==> src/rtl/instr_sequencer_if.sv <==
// -----------------------------------------------------------------------------
// instr_sequencer_if
// Handshake bundle between the instruction sequencer and its datapath peers:
//   instruction fetch : fetch_req, pc_out (seq -> imem); instr_in, imem_valid
//   ALU handshake     : alu_start (seq -> alu); alu_done
//   memory handshake  : mem_rd_q, mem_wr_q (seq -> mem); mem_ready
// master = sequencer side, slave = the imem/alu/mem side.
// -----------------------------------------------------------------------------
interface instr_sequencer_if;
  logic        fetch_req;
  logic [9:0]  pc_out;
  logic [15:0] instr_in;
  logic        imem_valid;
  logic        alu_start;
  logic        alu_done;
  logic        mem_rd_q;
  logic        mem_wr_q;
  logic        mem_ready;

  modport master (
    output fetch_req, pc_out, alu_start, mem_rd_q, mem_wr_q,
    input  instr_in, imem_valid, alu_done, mem_ready
  );

  modport slave (
    input  fetch_req, pc_out, alu_start, mem_rd_q, mem_wr_q,
    output instr_in, imem_valid, alu_done, mem_ready
  );
endinterface

==> src/rtl/instr_sequencer.sv <==
// -----------------------------------------------------------------------------
// instr_sequencer
// Multi-cycle instruction sequencer: FETCH -> DECODE -> EXEC -> [MEM] -> WB,
// plus HALT. Owns the PC and a small return-address stack.
// Ports:
//   clk, rst          clock, asynchronous active-high reset
//   bus (master)      fetch / ALU / memory handshakes (see instr_sequencer_if)
//   reg_write_en, flag_write_en, mem_read, mem_write, pc_sel, immediate,
//   multi_cycle       decoded controls from the control unit
//   ir_out            latched instruction, stable from DECODE through WB
//   reg_we_q, flag_we_q  one-cycle writeback strobes in WB
//   halt_req/halted   halt request and status
//   stack_err         sticky return-stack overflow/underflow flag
// All outputs are registered; each output register is loaded from the value
// it must carry in the next state, so the decoded controls are read one cycle
// ahead of the state they affect (they are derived from ir_out and stable).
// -----------------------------------------------------------------------------
module instr_sequencer #(
  parameter int STACK_DEPTH = 4
) (
  input  logic               clk,
  input  logic               rst,
  instr_sequencer_if.master  bus,
  input  logic               reg_write_en,
  input  logic               flag_write_en,
  input  logic               mem_read,
  input  logic               mem_write,
  input  logic [1:0]         pc_sel,
  input  logic [15:0]        immediate,
  input  logic               multi_cycle,
  output logic [15:0]        ir_out,
  output logic               reg_we_q,
  output logic               flag_we_q,
  input  logic               halt_req,
  output logic               halted,
  output logic               stack_err
);

  localparam int SP_W  = $clog2(STACK_DEPTH + 1);
  localparam int IDX_W = (STACK_DEPTH > 1) ? $clog2(STACK_DEPTH) : 1;
  localparam logic [SP_W-1:0] SP_FULL  = SP_W'(STACK_DEPTH);
  localparam logic [SP_W-1:0] SP_EMPTY = {SP_W{1'b0}};

  typedef enum logic [2:0] {
    ST_FETCH  = 3'd0,
    ST_DECODE = 3'd1,
    ST_EXEC   = 3'd2,
    ST_MEM    = 3'd3,
    ST_WB     = 3'd4,
    ST_HALT   = 3'd5
  } state_t;

  state_t            state_r, next_state_s;
  logic              fetch_req_r, alu_start_r, mem_rd_r, mem_wr_r;
  logic              reg_we_r, flag_we_r, halted_r, stack_err_r;
  logic              fetch_req_s, alu_start_s, mem_rd_s, mem_wr_s;
  logic              reg_we_s, flag_we_s, halted_s, ir_load_s;
  logic [15:0]       ir_r;
  logic [9:0]        pc_r, pc_next_s, pc_plus1_s;
  logic [SP_W-1:0]   sp_r, sp_next_s, sp_dec_s;
  logic [IDX_W-1:0]  push_idx_s, pop_idx_s;
  logic              push_en_s, err_set_s;
  logic [9:0]        stack_r [STACK_DEPTH];
  logic              unused_imm_s;

  // Only the low 10 immediate bits address instruction memory.
  assign unused_imm_s = ^immediate[15:10];

  assign pc_plus1_s = pc_r + 10'd1;
  assign sp_dec_s   = sp_r - SP_W'(1);
  assign push_idx_s = sp_r[IDX_W-1:0];
  assign pop_idx_s  = sp_dec_s[IDX_W-1:0];

  assign bus.fetch_req = fetch_req_r;
  assign bus.pc_out    = pc_r;
  assign bus.alu_start = alu_start_r;
  assign bus.mem_rd_q  = mem_rd_r;
  assign bus.mem_wr_q  = mem_wr_r;
  assign ir_out        = ir_r;
  assign reg_we_q      = reg_we_r;
  assign flag_we_q     = flag_we_r;
  assign halted        = halted_r;
  assign stack_err     = stack_err_r;

  // Next-state decode and next values of the registered control outputs.
  always_comb begin
    next_state_s = state_r;
    ir_load_s    = 1'b0;
    case (state_r)
      ST_FETCH: begin
        // halt_req has priority over a word arriving in the same cycle
        if (halt_req) begin
          next_state_s = ST_HALT;
        end else if (fetch_req_r && bus.imem_valid) begin
          next_state_s = ST_DECODE;
          ir_load_s    = 1'b1;
        end else begin
          next_state_s = ST_FETCH;
        end
      end
      ST_DECODE: next_state_s = ST_EXEC;
      ST_EXEC: begin
        // alu_done is honoured even in the alu_start cycle
        if (multi_cycle && !bus.alu_done) begin
          next_state_s = ST_EXEC;
        end else if (mem_read || mem_write) begin
          next_state_s = ST_MEM;
        end else begin
          next_state_s = ST_WB;
        end
      end
      ST_MEM: begin
        if (bus.mem_ready) begin
          next_state_s = ST_WB;
        end else begin
          next_state_s = ST_MEM;
        end
      end
      ST_WB: next_state_s = ST_FETCH;
      ST_HALT: begin
        if (halt_req) begin
          next_state_s = ST_HALT;
        end else begin
          next_state_s = ST_FETCH;
        end
      end
      default: next_state_s = ST_FETCH;
    endcase

    fetch_req_s = (next_state_s == ST_FETCH) && !halt_req;
    alu_start_s = (state_r == ST_DECODE) && multi_cycle;
    mem_rd_s    = (next_state_s == ST_MEM) && mem_read;
    mem_wr_s    = (next_state_s == ST_MEM) && mem_write;
    reg_we_s    = (next_state_s == ST_WB) && reg_write_en;
    flag_we_s   = (next_state_s == ST_WB) && flag_write_en;
    halted_s    = (next_state_s == ST_HALT);
  end

  // PC / return-stack update, applied only at the end of WB.
  always_comb begin
    pc_next_s = pc_r;
    sp_next_s = sp_r;
    push_en_s = 1'b0;
    err_set_s = 1'b0;
    if (state_r == ST_WB) begin
      case (pc_sel)
        2'b00: pc_next_s = pc_plus1_s;
        2'b01: pc_next_s = immediate[9:0];
        2'b10: begin
          // a call always jumps; on a full stack the return address is lost
          pc_next_s = immediate[9:0];
          if (sp_r == SP_FULL) begin
            err_set_s = 1'b1;
          end else begin
            push_en_s = 1'b1;
            sp_next_s = sp_r + SP_W'(1);
          end
        end
        2'b11: begin
          if (sp_r == SP_EMPTY) begin
            pc_next_s = pc_plus1_s;
            err_set_s = 1'b1;
          end else begin
            pc_next_s = stack_r[pop_idx_s];
            sp_next_s = sp_dec_s;
          end
        end
        default: pc_next_s = pc_plus1_s;
      endcase
    end else begin
      pc_next_s = pc_r;
    end
  end

  // FSM state, instruction register and registered strobes.
  always_ff @(posedge clk or posedge rst) begin
    if (rst) begin
      state_r     <= ST_FETCH;
      ir_r        <= 16'h0000;
      fetch_req_r <= 1'b0;
      alu_start_r <= 1'b0;
      mem_rd_r    <= 1'b0;
      mem_wr_r    <= 1'b0;
      reg_we_r    <= 1'b0;
      flag_we_r   <= 1'b0;
      halted_r    <= 1'b0;
    end else begin
      state_r     <= next_state_s;
      fetch_req_r <= fetch_req_s;
      alu_start_r <= alu_start_s;
      mem_rd_r    <= mem_rd_s;
      mem_wr_r    <= mem_wr_s;
      reg_we_r    <= reg_we_s;
      flag_we_r   <= flag_we_s;
      halted_r    <= halted_s;
      if (ir_load_s) begin
        ir_r <= bus.instr_in;
      end
    end
  end

  // Program counter, return stack and sticky stack error.
  always_ff @(posedge clk or posedge rst) begin
    if (rst) begin
      pc_r        <= 10'd0;
      sp_r        <= SP_EMPTY;
      stack_err_r <= 1'b0;
      for (int i = 0; i < STACK_DEPTH; i++) begin
        stack_r[i] <= 10'd0;
      end
    end else begin
      pc_r        <= pc_next_s;
      sp_r        <= sp_next_s;
      stack_err_r <= stack_err_r | err_set_s;
      if (push_en_s) begin
        stack_r[push_idx_s] <= pc_plus1_s;
      end
    end
  end

endmodule
==> src/flat_wrapper.sv <==
// flat-port wrapper written by rule: the top's interface ports become plain ports
module instr_sequencer_flat 
#(
  parameter int STACK_DEPTH = 4
)
  (clk, rst, reg_write_en, flag_write_en, mem_read, mem_write, pc_sel, immediate, multi_cycle, ir_out, reg_we_q, flag_we_q, halt_req, halted, stack_err, bus_fetch_req, bus_pc_out, bus_alu_start, bus_mem_rd_q, bus_mem_wr_q, bus_instr_in, bus_imem_valid, bus_alu_done, bus_mem_ready);
  instr_sequencer_if bus_i ();
  input  logic clk;
  input  logic rst;
  input  logic reg_write_en;
  input  logic flag_write_en;
  input  logic mem_read;
  input  logic mem_write;
  input  logic [1:0] pc_sel;
  input  logic [15:0] immediate;
  input  logic multi_cycle;
  output logic [15:0] ir_out;
  output logic reg_we_q;
  output logic flag_we_q;
  input  logic halt_req;
  output logic halted;
  output logic stack_err;
  output wire logic [$bits(bus_i.fetch_req)-1:0] bus_fetch_req;
  output wire logic [$bits(bus_i.pc_out)-1:0] bus_pc_out;
  output wire logic [$bits(bus_i.alu_start)-1:0] bus_alu_start;
  output wire logic [$bits(bus_i.mem_rd_q)-1:0] bus_mem_rd_q;
  output wire logic [$bits(bus_i.mem_wr_q)-1:0] bus_mem_wr_q;
  input wire logic [$bits(bus_i.instr_in)-1:0] bus_instr_in;
  input wire logic [$bits(bus_i.imem_valid)-1:0] bus_imem_valid;
  input wire logic [$bits(bus_i.alu_done)-1:0] bus_alu_done;
  input wire logic [$bits(bus_i.mem_ready)-1:0] bus_mem_ready;
  assign bus_fetch_req = bus_i.fetch_req;
  assign bus_pc_out = bus_i.pc_out;
  assign bus_alu_start = bus_i.alu_start;
  assign bus_mem_rd_q = bus_i.mem_rd_q;
  assign bus_mem_wr_q = bus_i.mem_wr_q;
  assign bus_i.instr_in = bus_instr_in;
  assign bus_i.imem_valid = bus_imem_valid;
  assign bus_i.alu_done = bus_alu_done;
  assign bus_i.mem_ready = bus_mem_ready;
  instr_sequencer #(.STACK_DEPTH(STACK_DEPTH)) u_core (.clk(clk), .rst(rst), .bus(bus_i), .reg_write_en(reg_write_en), .flag_write_en(flag_write_en), .mem_read(mem_read), .mem_write(mem_write), .pc_sel(pc_sel), .immediate(immediate), .multi_cycle(multi_cycle), .ir_out(ir_out), .reg_we_q(reg_we_q), .flag_we_q(flag_we_q), .halt_req(halt_req), .halted(halted), .stack_err(stack_err));
endmodule
==> config.mk <==
export PLATFORM = sky130hd
export DESIGN_NAME = instr_sequencer_flat
export DESIGN_NICKNAME = d
export VERILOG_FILES = /design/src/rtl/instr_sequencer_if.sv /design/src/rtl/instr_sequencer.sv /design/src/flat_wrapper.sv
export SDC_FILE = /design/constraint.sdc
export NUM_CORES = 1
export LEC_CHECK = 0
export ABC_AREA = 1
export CAP_MARGIN = 20
export CORE_ASPECT_RATIO = 0.5
export CORE_MARGIN = 1
export CORE_UTILIZATION = 52
export DETAILED_ROUTE_END_ITERATION = 7
export PLACE_DENSITY_LB_ADDON = 0.12
export SYNTH_ARGS = -nofsm -noshare
export SYNTH_HDL_FRONTEND = slang
export SYNTH_SLANG_ARGS = --single-unit
export TNS_END_PERCENT = 30
==> constraint.sdc <==
create_clock -name clk -period 3.6 [get_ports clk]
set_input_delay 0.72 -clock clk [delete_from_list [all_inputs] [get_ports clk]]
set_output_delay 0.72 -clock clk [all_outputs]
set_load 0.02 [all_outputs]
# Word level (Yosys, flattened, before mapping)

Index checks and enable logic that the tools add are counted.

Reduce and logical (&&, ||, !) cells: 19
Add/subtract/negate cells: 3
Eq/ne operators: 14
Order comparisons: 3
Multiplexer cells: 28
Bitwise operators: 3

Operators by type and width:

| cell                    | count |
|---|---|
| $bwmux W40              | 1 |
| $mux W10                | 4 |
| $pmux W10 S3            | 1 |
| $mux W3                 | 7 |
| $bmux W10 S2            | 1 |
| $demux W10 S2           | 1 |
| $eq A3 B3 Y1 const B    | 5 |
| $pmux W3 S5             | 1 |
| $add A10 B1 Y10 const B | 1 |
| $mux W1                 | 10 |
| $eq A3 B2 Y1 const B    | 3 |
| $logic_and A1 B1 Y1     | 9 |
| $logic_not A3 Y1        | 3 |
| $ge A3 B3 Y1 const B    | 2 |
| $not A2 Y3              | 2 |
| $pmux W3 S2             | 1 |
| $eq A2 B2 Y1 const B    | 2 |
| $ne A2 B2 Y1 const B    | 2 |
| $reduce_and A4 Y1       | 1 |
| $add A3 B1 Y3 const B   | 1 |
| $eq A3 B1 Y1 const B    | 1 |
| $lt A3 B1 Y1 const B    | 1 |
| $sub A3 B1 Y3 const B   | 1 |
| $eq A2 B1 Y1 const B    | 1 |
| other kinds (7)         | 8 |

Word-level logic and storage cells: 86
Bits of input ports: 45
Output and inout bits: 34
Flip-flop bits (word level): 80

# Logic depth before layout (Yosys ltp)

Gate-level depths: netlist of the first run.

Word-level depth: 7
Depth in mapped cells: 11
Mapped depth without buffers: 10

# Least setup slack after synthesis of the first run

Ideal clock, no wire load.

Path type: reg2reg
Start: reg u_core.sp_r[0]
End: reg u_core.pc_r[8], in the netlist u_core.bus.pc_out[8]
Data required time: 3.483 ns
Cell stages (with the launch flop): 12
Path buffers: 2
Slack: 1.847 ns
Library setup time: 0.117 ns
Period minus slack after synthesis: 1.753 ns
Arrival: 1.636 ns
Cell sequence: dfrtp_1 > inv_1 > buf_2 > ha_1 > clkbuf_1 > nand3_1 > nand3_1 > nand2_1 > nand2_1 > nand2_1 > nand2_1 > nand2_1

Longest elaborated chain between the ends: 7
Elaborated cells on any way between the ends: 8
Those cells by class: add/sub (1); mux (5); bitwise (1); reduce/logical (1)

Ends and longest elaborated chain:

| item                                        | RTL line               | RTL |
|---|---|---|
| start: declaration                          | instr_sequencer.sv:60  | `logic [SP_W-1:0] sp_r, sp_next_s, sp_dec_s;` |
| start signal: assignment                    | instr_sequencer.sv:213 | `sp_r <= sp_next_s;` |
| $sub A3 B1 Y3                               | instr_sequencer.sv:70  | `assign sp_dec_s = sp_r - SP_W'(1);` |
| net u_core.sp_dec_s[0]                      | instr_sequencer.sv:60  |  |
| $not A2 Y3 (implied by the code)            | instr_sequencer.sv:164 | `pc_next_s = stack_r[pop_idx_s];` |
| $bmux W10 S2                                | instr_sequencer.sv:164 |  |
| $mux W10 (implied by the code) (2 in a row) | instr_sequencer.sv:164 |  |
| $mux W10                                    | instr_sequencer.sv:160 | `if (sp_r == SP_EMPTY) begin` |
| $pmux W10 S3                                | instr_sequencer.sv:146 | `case (pc_sel)` |
| end signal: assignment                      | instr_sequencer.sv:212 | `pc_r <= pc_next_s;` |
| end: declaration                            | instr_sequencer.sv:59  | `logic [9:0] pc_r, pc_next_s, pc_plus1_s;` |

The timed path passes the listed nets, and every way through them passes these cells. The select of a mux whose other input is x is not followed.
A chain may end at the register's enable or synchronous reset.

# Final worst setup path of the first run

Start: reg u_core.pc_r[0], in the netlist u_core.bus.pc_out[0]
End: out bus_pc_out[0]

RTL lines:

| item             | RTL line           | RTL |
|---|---|---|
| end: declaration | flat_wrapper.sv:24 | `output wire logic [$bits(bus_i.pc_out)-1:0] bus_pc_out;` |

No word-level cell between the ends.

==> impl_metrics.toml, run 1 <==
[drt]
wire_per_inst_um = 13.5
wl_met3_um = 944
firstDrtPassIters = 5
via_per_inst = 4.93
met2RoutedLength_mm = 4.28
ant_nets = 0
wl_met1_mm = 4.42
drc = 0
wirelength_mm = 9.75
vias = 3558
top_layer = "met4"
drt-initial-drc-count = 284

[synthesis]
synth_area_per_cell_um2 = 7.79
syn_nets = 590
synth_top_family_by_area = "simple AND/OR/NAND/NOR gates"
synth_area_um2 = 4170
synth_area_leaders = "dfrtp_1 48%, nand2_1 18%, inv_1 6.0%"
synth-seq-cells = 80
synthDominantCellAreaShare_pct = 48.0
seq_area_frac_synth_pct = 48.0
ys_types = 36
synth_compound_area_share_pct = 9.74
synthCells = 536
synth-xor-area-share_pct = 1.26
synth_warnings = 0
synth_largest_area_cell = "dfrtp_1"
synth-adder-area-share_pct = 2.70
muxShareOfSynthArea_pct = 0
synth-simple-area-share_pct = 29.1

[timing]
hold_viol_final = 0
slew_headroom_pct = 56.7
rsz0062_at_grt = "no"
fmax_mhz = 425
finalCriticalPeriod_ns = 2.35
slew_viol_final = 0
period_share_pct = 65.4
skew_ns = 0.00793
finalSetupViolCount = 0
worst_slew_pin_slew_ns = 0.647
tns_ns = 0
whs_ns = 0.456

[clock_network]
insertion_delay_ns = 0.34
postCtsResizedCells = 0
htree_levels = 3
cts_setup_buffers = 0
cts.sinks = 80
numCtsBuffers = 9
cts_buffer_depth = 2
cts_hold_buf = 0
cts_tree = "done"
cts-root-buf = "clkbuf_16"
clk_pin_slew_ns = 0.06

[global_route]
overflow = 0
grt_start_max_net_pins = 34
grt_pass1_wl_mm = 16.7
track_usage_pct = 26.4
grt_pass1_vias = 3408
antenna_found_initial = 0

[hold_path]
hold_class = "reg2reg"

[critical_path]
worstPathMaxFanout = 8
regToRegSetupSlack_ns = 1.47
slowest_stage = "clkdlybuf4s50_1"
worstSetupPathType = "reg2out"
critPathMaxStageDelay_ns = 0.69
path_buf_inv = 1
critPathRequiredTime_ns = 2.88
path_cells = "clkdlybuf4s50_1"
critical_path_depth = 1
arrival_ns = 1.63
critPathCapture = "bus_pc_out[0]"
r2r-end = "u_core.bus.pc_out[9]$_DFFE_PP0N_"
r2r-start = "u_core.sp_r[0]$_DFFE_PP0P_"
cp-start-kind = "flop"
crit_path_start = "u_core.bus.pc_out[0]$_DFFE_PP0N_"
critPathTopFamily = "buffers and inverters"
crit_path_end_kind = "output pin"
reg2regPathDepth = 11

[power_and_ir_drop]
leakagePower_nw = 2.69
comb_power_share_pct = 46.4
swShare_pct = 42.5
power.internal_mw = 2.55
power.density_nw_per_um2 = 841
p_sw_mw = 1.88
pwr-share-seq_pct = 34.2
peakVddDrop_uv = 510
p_clk_share_pct = 19.5

[final_layout]
layout.nets = 663
n_antenna_cell = 0
area_delta_synth_final_pct = 26.3
fillers = 629
drive_gt1_share_pct = 7.98
fin_cells = 722

[place]
dpl.cell_count = 706
port_buffers = 72
dp_hpwl_mm = 6.80
gp_congestion = 0.860

[run_status]
status = "finished clean"

[die]
std_cell_rows = 22
die-width_um = 129
fp.dieH_um = 65.4
io_pins = 79
die-area_um2 = 8410
core_um2 = 7540
start_util_pct = 55.3

[job]
maxCapViolCount = 0
==> cells in the final DEF (no fill, tap or decap), types with 8 or more instances in the layout <==
master           Yosys  layout
ha_1                 9       9
nand2_1            197     197
a21oi_1             14      14
nor2_1              25      25
o21ai_2              8       8
o21ai_0             34      34
dfrtp_1             80      80
nand3_1             37      37
clkdlybuf4s50_1      0      72
clkbuf_16            0       9
inv_1               67      66
==> area by class of cell <==
class | count | area [µm²] | area share (%)
inverters | 75 | 290 | 5.51
clock buffers | 12 | 256 | 4.87
multi-input cells | 366 | 1790 | 33.9
flip-flops and latches | 80 | 2000 | 38.0
clock inverters | 4 | 28.8 | 0.546
repair buffers | 77 | 771 | 14.6
well taps | 108 | 135 | 2.56
==> logic make-up after synthesis <==
group,after synthesis
flops,80
simple gates,281
buf+inv,90
xor+xnor,6
fa+ha+maj,9
compound gates,70
==> power by group through the flow <==
stage | logic (mW) | clock network [mW] | registers, mW
2_1_floorplan | 1.15 | 0 | 1.66
5_1_grt | 2.30 | 0.910 | 1.56
6_report | 2.05 | 0.863 | 1.51
4_1_cts | 2.06 | 0.870 | 1.51
3_5_place_dp | 2.03 | 0 | 1.52
3_3_place_gp | 2.01 | 0 | 1.50
==> flip-flops by register name, indices dropped and copies added, names as in the netlist, 3 cells and up <==
register / flops
u_core.state_r: 3
u_core.bus.pc_out: 10
u_core.stack_r: 40
u_core.sp_r: 3
u_core.ir_out: 16
==> layer usage <==
layer,GRT usage [%],up-vias
met3,9.61,10
met5,0,-
li1,-,1811
met1,35.7,1626
met4,7.06,0
met2,40.2,111
==> metrics by stage <==
stage	utilization (%)	setup slack [ns]	total power [mW]	area, µm²
6_report	69.9	1.25	4.43	5270
5_1_grt	69.9	1.16	4.76	5270
4_1_cts	69.9	1.26	4.44	5270
3_5_place_dp	66.1	1.03	3.55	4990
3_3_place_gp	66.1	1.07	3.51	4990
2_1_floorplan	-	0.828	2.81	4170
==> cell usage after synthesis (all sizes together) <==
cell type	instances
nand3b	1
xor2	4
o21bai	3
ha	9
xnor2	2
nand4	5
buf	12
and2	4
nor3	2
a21oi	16
nor4	1
o22ai	1
inv	74
clkbuf	3
nand3	39
dfrtp	80
clkinv	1
a21o	1
nand2	201
o21ai	49
nor2	28
==> how the worst min path moves through the flow <==
stage               slack (ns)                            end                     startpoint  cells after the start
floorplan                 0.44  u_core.stack_r[5]$_DFFE_PP0P_  u_core.stack_r[5]$_DFFE_PP0P_                      2
global placement          0.45     u_core.stack_err$_DFF_PP0_     u_core.stack_err$_DFF_PP0_                      1
detailed placement        0.45     u_core.stack_err$_DFF_PP0_     u_core.stack_err$_DFF_PP0_                      1
CTS                       0.46     u_core.stack_err$_DFF_PP0_     u_core.stack_err$_DFF_PP0_                      1
global route              0.48     u_core.stack_err$_DFF_PP0_     u_core.stack_err$_DFF_PP0_                      1
finish                    0.46     u_core.stack_err$_DFF_PP0_     u_core.stack_err$_DFF_PP0_                      1
Power figures use the tool's default switching activity.
==> run 2, diff against run 1 <==
--- a/config.mk
+++ b/config.mk
@@ -9,7 +9,7 @@
 export CAP_MARGIN = 20
 export CORE_ASPECT_RATIO = 0.5
 export CORE_MARGIN = 1
-export CORE_UTILIZATION = 52
+export CORE_UTILIZATION = 47
 export DETAILED_ROUTE_END_ITERATION = 7
 export PLACE_DENSITY_LB_ADDON = 0.12
 export SYNTH_ARGS = -nofsm -noshare
==> constraint.sdc (replaced) <==
create_clock -name clk -period 1.9 [get_ports clk]
set_input_delay 0.38 -clock clk [delete_from_list [all_inputs] [get_ports clk]]
set_output_delay 0.38 -clock clk [all_outputs]
set_load 0.02 [all_outputs]
==> run 2 against run 1 <==
Routed wire length is 0.66% lower. Combinational power is 100% higher. Register-to-register slack worse by 1.3 ns. Flip-flop and latch count stayed put. Setup slack worse by 1.2 ns. Die area is 10% higher. Non-clock buffer count is 20 higher. Sequential share of layout area is 1.4 points lower. Clock power is 82% higher. Clock-buffer cell count is 1 higher. Largest power group unchanged.
==> impl_metrics.toml, run 2 (synthesis gave the netlist of run 1 again) <==
[run_status]
status = "finished clean"

[timing]
slew_headroom_pct = 75.2
slew_viol_final = 0
finalCriticalPeriod_ns = 1.82
period_share_pct = 95.9
worst_slew_pin_slew_ns = 0.370
whs_ns = 0.358
rsz0062_at_grt = "no"
fmax_mhz = 549
finalSetupViolCount = 0
skew_ns = 0.00469
hold_viol_final = 0

[global_route]
track_usage_pct = 23.7
antenna_found_initial = 0
overflow = 0
grt_start_max_net_pins = 55
grt_pass1_wl_mm = 16.7
grt_pass1_vias = 3438

[die]
io_pins = 79
start_util_pct = 50.4
die-area_um2 = 9280
fp.dieH_um = 68.6
core_um2 = 8290
std_cell_rows = 23
die-width_um = 135

[clock_network]
htree_levels = 3
cts_buffer_depth = 2
clk_pin_slew_ns = 0.06
insertion_delay_ns = 0.33
cts_hold_buf = 0
cts_tree = "done"
cts.sinks = 80
numCtsBuffers = 9
cts-root-buf = "clkbuf_16"

[final_layout]
stdcell_area_um2 = 5470
n_antenna_cell = 0
mostFrequentLayoutCells = "197 x nand2_1, 80 x dfrtp_1, 71 x clkdlybuf4s50_1"
area_delta_synth_final_pct = 31.0
largest_register = "u_core.stack_r"
layout.nets = 683
largest_reg_flops = 40
drive_gt1_share_pct = 10.7
layout_commonest_cell = "nand2_1"
fillers = 720

[critical_path]
r2r-end = "u_core.stack_r[8]$_DFFE_PP0P_"
critPathMaxStageDelay_ns = 0.66
path_buf_inv = 1
worstPathMaxFanout = 6
regToRegSetupSlack_ns = 0.22
crit_path_end_kind = "output pin"
worstSetupPathType = "reg2out"
path_cells = "clkdlybuf4s50_1"
reg2regPathDepth = 6
slowest_stage = "clkdlybuf4s50_1"
arrival_ns = 1.44
cp-start-kind = "flop"
r2r-start = "u_core.bus.pc_out[0]$_DFFE_PP0N_"
critPathRequiredTime_ns = 1.52
critPathTopFamily = "buffers and inverters"

[place]
dp_hpwl_mm = 7.02
place_area_um2 = 5190
port_buffers = 72
gp_congestion = 0.858

[power_and_ir_drop]
power.density_nw_per_um2 = 1570
peakVddDrop_uv = 767
p_total_mw = 8.56
leakagePower_nw = 2.81

[drt]
vias = 3634
drc = 0
ant_nets = 0
firstDrtPassIters = 5
wire_per_inst_um = 13.0
drt-initial-drc-count = 282
via_per_inst = 4.87
wirelength_mm = 9.68

[job]
maxCapViolCount = 0

[hold_path]
hold_class = "in2async"
run 2: worst reg2reg max path, cell delays in order, from the launching register on:
cell and delay (ns):
dfrtp_1 0.51, ha_1 0.25, nand3_1 0.18, inv_1 0.12, nand4_1 0.10, nand2_1 0.27, o21ai_1 0.12
run 2: power by group:
| part | total (mW) | leakage (nW) | switching (mW) | internal (mW) |
|---|---|---|---|---|
| Clock | 1.57 | 0.130 | 0.655 | 0.917 |
| Sequential | 2.85 | 1.00 | 0.476 | 2.37 |
| Combinational | 4.14 | 1.68 | 2.45 | 1.69 |
| Total | 8.56 | 2.81 | 3.59 | 4.98 |
run 2: how the worst max path moves through the flow:
stage | from | endpoint | slack [ns] | cells after the start
floorplan | u_core.sp_r[0]$_DFFE_PP0P_ | u_core.bus.pc_out[8]$_DFFE_PP0N_ | 0.15 | 11
finish | u_core.bus.pc_out[7]$_DFFE_PP0N_ | bus_pc_out[7] | 0.08 | 1
detailed placement | pc_sel[0] | u_core.sp_r[2]$_DFFE_PP0P_ | -0.05 | 7
CTS | u_core.bus.pc_out[0]$_DFFE_PP0N_ | bus_pc_out[0] | 0.007 | 1
global placement | pc_sel[1] | u_core.bus.pc_out[7]$_DFFE_PP0N_ | 0.01 | 11
global route | u_core.bus.pc_out[7]$_DFFE_PP0N_ | bus_pc_out[7] | 0.01 | 1
run 2: timing repair:
| action | in CTS | in global routing |
|---|---|---|
| setup buffers | 0 | 0 |
| setup endpoints to repair | 0 | 5 |
| resized for setup | 0 | 2 |
run 2: per-stage QoR:
stage | std cells | util, % | setup WS, ns | setup TNS, ns
finish | 746 | 66.0 | 0.0773 | 0
floorplan | 536 | - | 0.147 | 0
detailed placement | 730 | 62.7 | -0.0495 | -0.159
global placement | 730 | 62.7 | 0.0145 | 0
CTS | 746 | 65.9 | 0.00657 | 0
global route | 746 | 66.0 | 0.0104 | 0
run 2: cell type report:
class | count | area (µm²) | share of cell area, %
clock inverters | 3 | 17.5 | 0.320
flip-flops and latches | 80 | 2000 | 36.6
inverters | 75 | 297 | 5.42
multi-input cells | 366 | 1790 | 32.7
repair buffers | 97 | 973 | 17.8
clock buffers | 13 | 250 | 4.58
well taps | 112 | 140 | 2.56
run 2: per-layer routing:
| metal | wire [µm] | vias up | global-route usage [%] | share of wire, % |
|---|---|---|---|---|
| met5 | 0 | - | 0 | 0 |
| met4 | 63 | 0 | 5.76 | 0.65 |
| met3 | 689 | 7 | 8.26 | 7.1 |
| met2 | 4280 | 101 | 37.5 | 44 |
| met1 | 4650 | 1671 | 31.5 | 48 |
| li1 | - | 1855 | - | - |
